==> config.mk <==
export PLATFORM = sky130hd
export DESIGN_NAME = systolic_feeder_flat
export DESIGN_NICKNAME = d
export VERILOG_FILES = /design/src/rtl/systolic_feeder_if.sv /design/src/rtl/systolic_feeder.sv /design/src/flat_wrapper.sv
export SDC_FILE = /design/constraint.sdc
export NUM_CORES = 1
export LEC_CHECK = 0
export ABC_AREA = 0
export BUFFER_PORTS_ARGS = -buffer_cell sky130_fd_sc_hd__buf_2
export CORE_MARGIN = 2
export CORE_UTILIZATION = 50
export DETAILED_ROUTE_END_ITERATION = 8
export MAX_ROUTING_LAYER = met4
export PLACE_DENSITY_LB_ADDON = 0.2
export SKIP_LAST_GASP = 1
export SLEW_MARGIN = 20
export SYNTH_ARGS = -nofsm -noshare
export SYNTH_HDL_FRONTEND = slang
export SYNTH_SLANG_ARGS = --single-unit
export TNS_END_PERCENT = 30
==> constraint.sdc <==
create_clock -name clk -period 2.69 [get_ports clk]
set_input_delay 0.269 -clock clk [delete_from_list [all_inputs] [get_ports clk]]
set_output_delay 0.269 -clock clk [all_outputs]
set_load 0.01 [all_outputs]
==> src/rtl/systolic_feeder_if.sv <==
// Upstream beat channel for systolic_feeder: valid/ready handshake carrying one A column-vector,
// one B row-vector, the tile-last marker and the tile mode.
interface systolic_feeder_if #(
    parameter int unsigned ARR_SIZE      = 4,
    parameter int unsigned HORIZONTAL_BW = 16
);
    logic                              s_valid;
    logic                              s_ready;
    logic [HORIZONTAL_BW*ARR_SIZE-1:0] s_row_data;
    logic [HORIZONTAL_BW*ARR_SIZE-1:0] s_col_data;
    logic                              s_last;
    logic                              s_mode;

    modport master (
        output s_valid,
        output s_row_data,
        output s_col_data,
        output s_last,
        output s_mode,
        input  s_ready
    );

    modport slave (
        input  s_valid,
        input  s_row_data,
        input  s_col_data,
        input  s_last,
        input  s_mode,
        output s_ready
    );
endinterface

==> src/rtl/systolic_feeder.sv <==
// Skews operand beats into a systolic array (lane k delayed k+1 cycles) and sequences tiles.
// Optional cycle counter output o_cycle_cnt is enabled by SYSTOLIC_FEEDER_PERF_CNT_EN.
module systolic_feeder #(
    parameter int unsigned ARR_SIZE      = 4,
    parameter int unsigned HORIZONTAL_BW = 16
) (
    input  logic                              clk,
    input  logic                              rst,
    systolic_feeder_if.slave                  s,
    output logic [HORIZONTAL_BW*ARR_SIZE-1:0] horizontal_input,
    output logic [HORIZONTAL_BW*ARR_SIZE-1:0] vertical_input,
    output logic                              i_mode,
    output logic                              o_busy,
    output logic                              o_done,
    output logic [15:0]                       o_beat_cnt
`ifdef SYSTOLIC_FEEDER_PERF_CNT_EN
    ,
    output logic [31:0]                       o_cycle_cnt
`endif
);

    localparam int unsigned Width       = HORIZONTAL_BW * ARR_SIZE;
    localparam int unsigned FlushCycles = 2 * ARR_SIZE;
    localparam int unsigned FlushW      = ($clog2(FlushCycles) > 4) ? $clog2(FlushCycles) : 4;

    typedef enum logic [1:0] {
        StIdle,
        StStream,
        StFlush,
        StDone
    } state_e;

    state_e            state_q, state_d;
    logic [FlushW-1:0] flush_cnt_q, flush_cnt_d;
    logic              mode_q, mode_d;
    logic [15:0]       beat_cnt_q, beat_cnt_d;

    logic              ready;
    logic              accept;
    logic              first_beat;
    logic [Width-1:0]  row_in;
    logic [Width-1:0]  col_in;

    assign ready      = (state_q == StIdle) || (state_q == StStream);
    assign s.s_ready  = ready;
    assign accept     = s.s_valid && ready;
    assign first_beat = (state_q == StIdle);

    // Cycles without an accepted beat push zeros so the array sees clean bubbles.
    assign row_in = accept ? s.s_row_data : '0;
    assign col_in = accept ? s.s_col_data : '0;

    always_comb begin
        state_d     = state_q;
        flush_cnt_d = flush_cnt_q;
        unique case (state_q)
            StIdle, StStream: begin
                if (accept && s.s_last) begin
                    state_d     = StFlush;
                    flush_cnt_d = FlushW'(FlushCycles - 1);
                end else if (accept) begin
                    state_d = StStream;
                end
            end
            StFlush: begin
                if (flush_cnt_q == '0) begin
                    state_d = StDone;
                end else begin
                    flush_cnt_d = flush_cnt_q - FlushW'(1);
                end
            end
            StDone: begin
                state_d = StIdle;
            end
            default: begin
                state_d = StIdle;
            end
        endcase
    end

    always_comb begin
        mode_d     = mode_q;
        beat_cnt_d = beat_cnt_q;
        if (accept) begin
            if (first_beat) begin
                mode_d     = s.s_mode;
                beat_cnt_d = 16'd1;
            end else if (beat_cnt_q != 16'hFFFF) begin
                beat_cnt_d = beat_cnt_q + 16'd1;
            end
        end
    end

    always_ff @(posedge clk or negedge rst) begin
        if (!rst) begin
            state_q     <= StIdle;
            flush_cnt_q <= '0;
            mode_q      <= 1'b0;
            beat_cnt_q  <= '0;
        end else begin
            state_q     <= state_d;
            flush_cnt_q <= flush_cnt_d;
            mode_q      <= mode_d;
            beat_cnt_q  <= beat_cnt_d;
        end
    end

    assign i_mode     = mode_q;
    assign o_busy     = (state_q == StStream) || (state_q == StFlush);
    assign o_done     = (state_q == StDone);
    assign o_beat_cnt = beat_cnt_q;

    // Lane k owns a k+1 deep delay line; its last stage drives the array edge directly.
    for (genvar k = 0; k < ARR_SIZE; k++) begin : g_lane
        logic [HORIZONTAL_BW-1:0] row_q [k+1];
        logic [HORIZONTAL_BW-1:0] col_q [k+1];

        always_ff @(posedge clk or negedge rst) begin
            if (!rst) begin
                for (int j = 0; j <= k; j++) begin
                    row_q[j] <= '0;
                    col_q[j] <= '0;
                end
            end else begin
                row_q[0] <= row_in[k*HORIZONTAL_BW +: HORIZONTAL_BW];
                col_q[0] <= col_in[k*HORIZONTAL_BW +: HORIZONTAL_BW];
                for (int j = 1; j <= k; j++) begin
                    row_q[j] <= row_q[j-1];
                    col_q[j] <= col_q[j-1];
                end
            end
        end

        assign horizontal_input[k*HORIZONTAL_BW +: HORIZONTAL_BW] = row_q[k];
        assign vertical_input[k*HORIZONTAL_BW +: HORIZONTAL_BW]   = col_q[k];
    end

`ifdef SYSTOLIC_FEEDER_PERF_CNT_EN
    logic [31:0] cycle_cnt_q, cycle_cnt_d;

    always_comb begin
        cycle_cnt_d = cycle_cnt_q;
        if (accept && first_beat) begin
            cycle_cnt_d = 32'd1;
        end else if (state_q != StIdle) begin
            cycle_cnt_d = cycle_cnt_q + 32'd1;
        end
    end

    always_ff @(posedge clk or negedge rst) begin
        if (!rst) begin
            cycle_cnt_q <= '0;
        end else begin
            cycle_cnt_q <= cycle_cnt_d;
        end
    end

    // While a tile is in flight the current cycle is part of the span, so DONE reads the total.
    assign o_cycle_cnt = (state_q != StIdle) ? cycle_cnt_q + 32'd1 : cycle_cnt_q;
`endif

endmodule
==> src/flat_wrapper.sv <==
// flat-port wrapper written by rule: the top's interface ports become plain ports
module systolic_feeder_flat 
#(
    parameter int unsigned ARR_SIZE      = 4,
    parameter int unsigned HORIZONTAL_BW = 16
)
  (clk, rst, horizontal_input, vertical_input, i_mode, o_busy, o_done, o_beat_cnt, s_s_valid, s_s_row_data, s_s_col_data, s_s_last, s_s_mode, s_s_ready);
  systolic_feeder_if #(.ARR_SIZE(ARR_SIZE), .HORIZONTAL_BW(HORIZONTAL_BW)) s_i ();
  input  logic clk;
  input  logic rst;
  output logic [HORIZONTAL_BW*ARR_SIZE-1:0] horizontal_input;
  output logic [HORIZONTAL_BW*ARR_SIZE-1:0] vertical_input;
  output logic i_mode;
  output logic o_busy;
  output logic o_done;
  output logic [15:0] o_beat_cnt;
  input wire logic [$bits(s_i.s_valid)-1:0] s_s_valid;
  input wire logic [$bits(s_i.s_row_data)-1:0] s_s_row_data;
  input wire logic [$bits(s_i.s_col_data)-1:0] s_s_col_data;
  input wire logic [$bits(s_i.s_last)-1:0] s_s_last;
  input wire logic [$bits(s_i.s_mode)-1:0] s_s_mode;
  output wire logic [$bits(s_i.s_ready)-1:0] s_s_ready;
  assign s_i.s_valid = s_s_valid;
  assign s_i.s_row_data = s_s_row_data;
  assign s_i.s_col_data = s_s_col_data;
  assign s_i.s_last = s_s_last;
  assign s_i.s_mode = s_s_mode;
  assign s_s_ready = s_i.s_ready;
  systolic_feeder #(.ARR_SIZE(ARR_SIZE), .HORIZONTAL_BW(HORIZONTAL_BW)) u_core (.clk(clk), .rst(rst), .s(s_i), .horizontal_input(horizontal_input), .vertical_input(vertical_input), .i_mode(i_mode), .o_busy(o_busy), .o_done(o_done), .o_beat_cnt(o_beat_cnt));
endmodule
==> flow_metrics.tcl, run 1 <==
set metrics [dict create \
    grt_max_degree 93 \
    fill_cells 1543 \
    status "completed" \
    grtUsageTotal 0.191 \
    synth-simple-area-share 0.103 \
    cts_resized 0 \
    min_period_over_period 0.853 \
    clockBufferDepth 3 \
    clkTransAtPathRegs_ps 60 \
    ys_types 46 \
    hold_ws_ps 15.2 \
    dp.cells 1165 \
    fin_area_um2 14500 \
    ant_nets 0 \
    clock-sinks 343 \
    min_period_ps 2290 \
    hold_violations 0 \
    setup_viol 0 \
    post-route-util 0.666 \
    antenna_found_initial 2 \
    routedWlPerCell_um 15.8 \
    crit_fanout 35 \
    maxCapViolations 0 \
    fin_total_pwr_mw 14.0 \
    die_h_um 153 \
    worstPathArrival_ps 2030 \
    io_buffers 280 \
    grt_pass1_wl_um 34900 \
    drt_iter0_drc 287 \
    gp_congestion 0.858 \
    clkLatencyLatePin_ps 500 \
    maxSlewViolCount 0 \
    hpwlAfterDp_um 12700 \
    finalNonFillerCells 1349 \
    power.density_nw_per_um2 967 \
    synthArstFlopShare 1.00 \
    synthesis.area_um2 11100 \
    rows 54 \
    core_area_um2 21800 \
    synth_top_family_by_area "simple AND/OR/NAND/NOR gates" \
    syn_to_final_growth_pct 31.0 \
    drt-total-wl_um 21300 \
    netlist_instances 723 \
    worstHoldPathType "in2reg" \
    die-width_um 153 \
    peakVddDrop_mv 0.695 \
    synth_compound_area_frac 0.0300 \
    final_common_cell "dfrtp_1" \
    max_freq_mhz 436 \
    final_cell_mix "dfrtp_1 (343), buf_2 (278), and3_1 (129)" \
    vias 6331 \
    ys_seq_elements 343 \
    fin_setup_tns_ps 0 \
    critPathKind "reg2out" \
    power_leakage_nw 7.95 \
    synth_ff_type "dfrtp_1" \
    grt-ovfl-total 0 \
    synthMuxAreaShare 0.00575 \
    fin_skew_ps 13.3 \
    cts_buffers 35 \
    drive_above_1_share 0.339 \
    dieArea_um2 23400 \
    drcViolationCount 0 \
    synth_warnings 0 \
    yosysSeqAreaShare 0.774 \
    ioPinCount 281 \
    postCtsSetupBuffers 0 \
    cts_tree "built" \
    avgSynthCellArea_um2 15.3 \
    first_pass_iters 4 \
    grt_pass1_vias 6820 \
    cp-end-kind "output port" \
    fin_ws_ps 395 \
    synth.net_count 862 \
    pre_cts_ws_ps 484 \
    routed_via_density 4.69 \
    start_util 0.508 \
    synthAdderAreaFrac 0.00677 \
    rsz0062_at_grt "no" \
    placedInstanceArea_um2 12100 \
    synth-xor-area-share 0 \
    h-tree-depth 2 \
    rrSetupSlack_ps 490 \
    worstSetupStartpointType "flip-flop" \
    root_buffer "clkbuf_16" \
    cp_data_required_time_ps 2420 \
    tightest_slew_ps 681 \
    slew_headroom 0.546 \
    synth_edf_count 0 \
    final_nets 1179 \
]
[cell type report]
| cell class | count | area, um^2 | share of cell area |
|---|---|---|---|
| multi-input cells | 242 | 1610 | 0.111 |
| repair buffers | 411 | 2730 | 0.188 |
| well taps | 280 | 350 | 0.0241 |
| diodes | 2 | 5.00 | 0.000345 |
| clock inverters | 17 | 234 | 0.0161 |
| clock buffers | 47 | 982 | 0.0676 |
| inverters | 7 | 27.5 | 0.00190 |
| flip-flops and latches | 343 | 8580 | 0.591 |
[cells by family (layout without fill, tap and decap cells)]
group / after synthesis / in the layout
AO/OA/AOI/OAI: 45 / 45
adder cells (fa/ha/maj): 6 / 6
buffers and inverters: 138 / 482
flip-flops: 343 / 343
multiplexers: 6 / 6
other: 0 / 2
AND/OR/NAND/NOR: 185 / 185
[timing repair]
item,4_1_cts,5_1_grt
hold buffers,117,1
setup endpoints to repair,0,0
hold endpoints to repair,178,1
[synth_stat cells (all sizes together) (2+ instances only)]
master   number  area [um^2]
nand2b        4         25.0
clkbuf       33          124
dfrtp       343         8580
nor3          6         30.0
mux2i         3         30.0
nand3         8         40.0
nand4         4         40.0
o21a          3         22.5
nand2         9         33.8
o21ai         7         46.3
or4           3         27.5
a21oi        10         50.1
a31oi         2         12.5
and3        129          807
and4          3         27.5
ha            6         75.1
o2bb2ai       6         52.6
nor2          7         26.3
o31a          2         18.8
mux2          3         33.8
o211ai        2         15.0
buf          98          743
a211o         3         28.8
a21o          3         22.5
nor4          3         18.8
nor3b         3         22.5
nor2b         3         18.8
inv           7         26.3
[critical path: stages, from the launching register on]
cell and delay, ps:
dfrtp_1 430, inv_1 110, ha_1 200, nor2_1 170, clkinv_2 340, buf_2 270
[final timing paths]
check	start	cells past startpoint	endpoint
setup / recovery	u_core.state_q[1]	5	s_s_ready
hold / removal	s_s_row_data[39]	2	u_core.g_lane[2].row_q[39]
setup reg to reg	u_core.state_q[1]	7	u_core.o_beat_cnt[1]
hold reg to reg	u_core.g_lane[3].col_q[47]	0	u_core.g_lane[3].col_q[31]
max in group asynchronous	rst	3	u_core.g_lane[2].row_q[41]
min in group asynchronous	rst	2	u_core.g_lane[3].row_q[28]
[state kept, by name, summed over array words and instances, names as in the netlist]
signal	count
u_core.horizontal_input	48
u_core.g_lane.row_q	112
u_core.o_beat_cnt	16
u_core.flush_cnt_q	4
u_core.vertical_input	48
u_core.i_mode	1
u_core.g_lane.col_q	112
u_core.state_q	2
[report_power, final]
part	internal, mW	leakage (nW)	total [mW]	switching [mW]
combinational	1.03	2.84	2.47	1.44
clock	3.07	0.595	4.98	1.92
sequential	6.19	4.52	6.58	0.394
total	10.3	7.95	14.0	3.75
[layer usage]
metal / vias up / part of all wire / GRT usage
li1: 2968 / - / -
met1: 3076 / 0.43 / 0.248
met2: 247 / 0.48 / 0.299
met3: 40 / 0.066 / 0.0499
met4: 0 / 0.022 / 0.0578
met5: - / 0 / -
(Power assumes the default switching activity.)
==> run 2, diff against run 1 <==
BUFFER_PORTS_ARGS = not set   (was -buffer_cell sky130_fd_sc_hd__buf_2)
DONT_BUFFER_PORTS = 1   (was not set)
clock period = 2 ns   (was 2.69 ns; I/O delays follow)
==> run 2 against run 1 <==
Compared with the run above:
- the run now ends with hold timing left
- die area stayed put
- non-clock buffer count is 253 lower
- critical path depth is 1 higher
- total power is 27% higher
- worst hold slack worse by 620 ps
- via count is 13% lower
- global-route usage is 1.4 points lower
- sequential share of layout area is 5.8 points higher
- first-iteration DRC count is 7.3% higher
- critical endpoint is now u_core.i_mode
- largest cell class unchanged
==> flow_metrics.tcl, run 2 (synthesis results as in run 1) <==
set metrics [dict create \
    status "finished with violations" \
    failed_checks "hold timing" \
    tightest_slew_ps 678 \
    h-tree-depth 2 \
    hold_ws_ps -600 \
    drcViolationCount 0 \
    grt_max_degree 344 \
    fill_cells 1585 \
    grt_pass1_vias 6000 \
    comb_power_share 0.146 \
    cp_data_required_time_ps 2370 \
    grtUsageTotal 0.176 \
    finalNonFillerCells 1090 \
    ioPinCount 281 \
    drt-total-wl_um 19700 \
    vias 5521 \
    fin_skew_ps 23.2 \
    clkLatencyLatePin_ps 500 \
    grtUsageMet1 0.217 \
    p_clk_frac 0.340 \
    worstSetupStartpointType "flip-flop" \
    crit_fanout 12 \
    p_switching_mw 4.72 \
    first_pass_iters 5 \
    intPower_mw 13.1 \
    grt_util_met2 0.278 \
    peakVddDrop_mv 0.919 \
    final_common_cell "dfrtp_1" \
    cts_tree "built" \
    die-width_um 153 \
    core_area_um2 21800 \
    min_period_ps 1940 \
    seqPwrFrac 0.514 \
    worstHoldPathType "in2async" \
    syn_to_final_growth_pct 19.2 \
    antenna_found_initial 0 \
    routed_via_density 5.07 \
    min_period_over_period 0.969 \
    final_cell_mix "dfrtp_1 (343), dlygate4sd3_1 (130), and3_1 (129)" \
    ant_nets 0 \
    critPathKind "reg2reg" \
    rows 54 \
    drive_above_1_share 0.115 \
    max_freq_mhz 516 \
    cp-end-kind "flip-flop" \
    switching_share 0.265 \
    fin_area_um2 13200 \
    die_h_um 153 \
    hold_violations 343 \
    clkTransAtPathRegs_ps 60 \
    hpwlAfterDp_um 11300 \
    top_usage_layer "met2" \
    grt-ovfl-total 0 \
    dieArea_um2 23400 \
    maxSlewViolCount 0 \
    worstPathArrival_ps 2310 \
    maxCapViolations 0 \
    rsz0062_at_grt "yes" \
    power_leakage_nw 6.76 \
    fin_total_pwr_mw 17.8 \
    cts_buffers 35 \
    slew_headroom 0.548 \
    grt_use_met3 0.0561 \
    gp_congestion 0.917 \
    hold_buffers 131 \
    power.density_nw_per_um2 1350 \
    dp.cells 896 \
    diodes 0 \
    clock-sinks 343 \
    top_regs "u_core.g_lane.col_q x112, u_core.g_lane.row_q x112" \
    drt_iter0_drc 308 \
    io_buffers 0 \
    grt_pass1_wl_um 31900 \
    placedInstanceArea_um2 10800 \
    final_nets 926 \
    routedWlPerCell_um 18.1 \
    start_util 0.508 \
    root_buffer "clkbuf_16" \
    clockBufferDepth 3 \
    rr_worst_depth 6 \
    setup_viol 0 \
]
[run 2: critical path, cell delays in order (launching register included)]
cell           delay (ps)
dfrtp_1               380
inv_1                 100
ha_1                  230
buf_4                 210
nand2_1                70
mux2_2                260
dlygate4sd3_1         550
[run 2: final cells by class]
| cell class | instances | area, um^2 | share of cell area |
|---|---|---|---|
| Clock buffer | 53 | 1040 | 0.0790 |
| Tap cell | 280 | 350 | 0.0265 |
| Inverter | 7 | 27.5 | 0.00208 |
| Sequential cell | 343 | 8580 | 0.649 |
| Timing Repair Buffer | 158 | 1540 | 0.117 |
| Multi-Input combinational cell | 242 | 1620 | 0.122 |
| Clock inverter | 7 | 52.6 | 0.00398 |
[run 2: power by group through the flow]
stage	registers, mW	logic [mW]	clock network [mW]
3_5_place_dp	9.30	2.22	0
5_1_grt	9.31	2.87	6.56
6_report	9.16	2.61	6.06
4_1_cts	9.19	2.57	6.23
2_1_floorplan	8.96	2.22	0
3_3_place_gp	9.26	2.12	0
[run 2: metal layers]
metal / part of all wire / vias up
met5: 0 / -
met1: 0.39 / 2739
met3: 0.080 / 51
met2: 0.50 / 277
li1: - / 2454
met4: 0.028 / 0
[run 2: repair_timing]
action	CTS	global route
endpoints found under the hold margin	473	343
pin swaps	0	1
setup buffers	2	1
resized for setup	3	2
setup endpoints to repair	1	12
[run 2: stage by stage]
step | hold WS, ps | TNS [ps] | setup WS [ps] | util
2_1_floorplan | -95.6 | 0 | 8.11 | -
3_3_place_gp | -87.8 | 0 | 144 | 0.493
3_5_place_dp | -89.6 | 0 | 55.8 | 0.493
4_1_cts | -620 | 0 | 31.5 | 0.605
5_1_grt | -632 | -6.37 | -4.03 | 0.606
6_report | -600 | 0 | 61.7 | 0.606
[run 2: final timing paths]
kind                                                to                       start  slack [ps]
max                                      u_core.i_mode           u_core.state_q[0]          60
max in group asynchronous  u_core.horizontal_input[54]                         rst        2010
min reg2reg                 u_core.g_lane[2].col_q[30]  u_core.g_lane[2].col_q[46]         330
min                          u_core.vertical_input[23]                         rst        -600
max reg2reg                              u_core.i_mode           u_core.state_q[0]          60
min in group clk                     u_core.state_q[1]                   s_s_valid          40
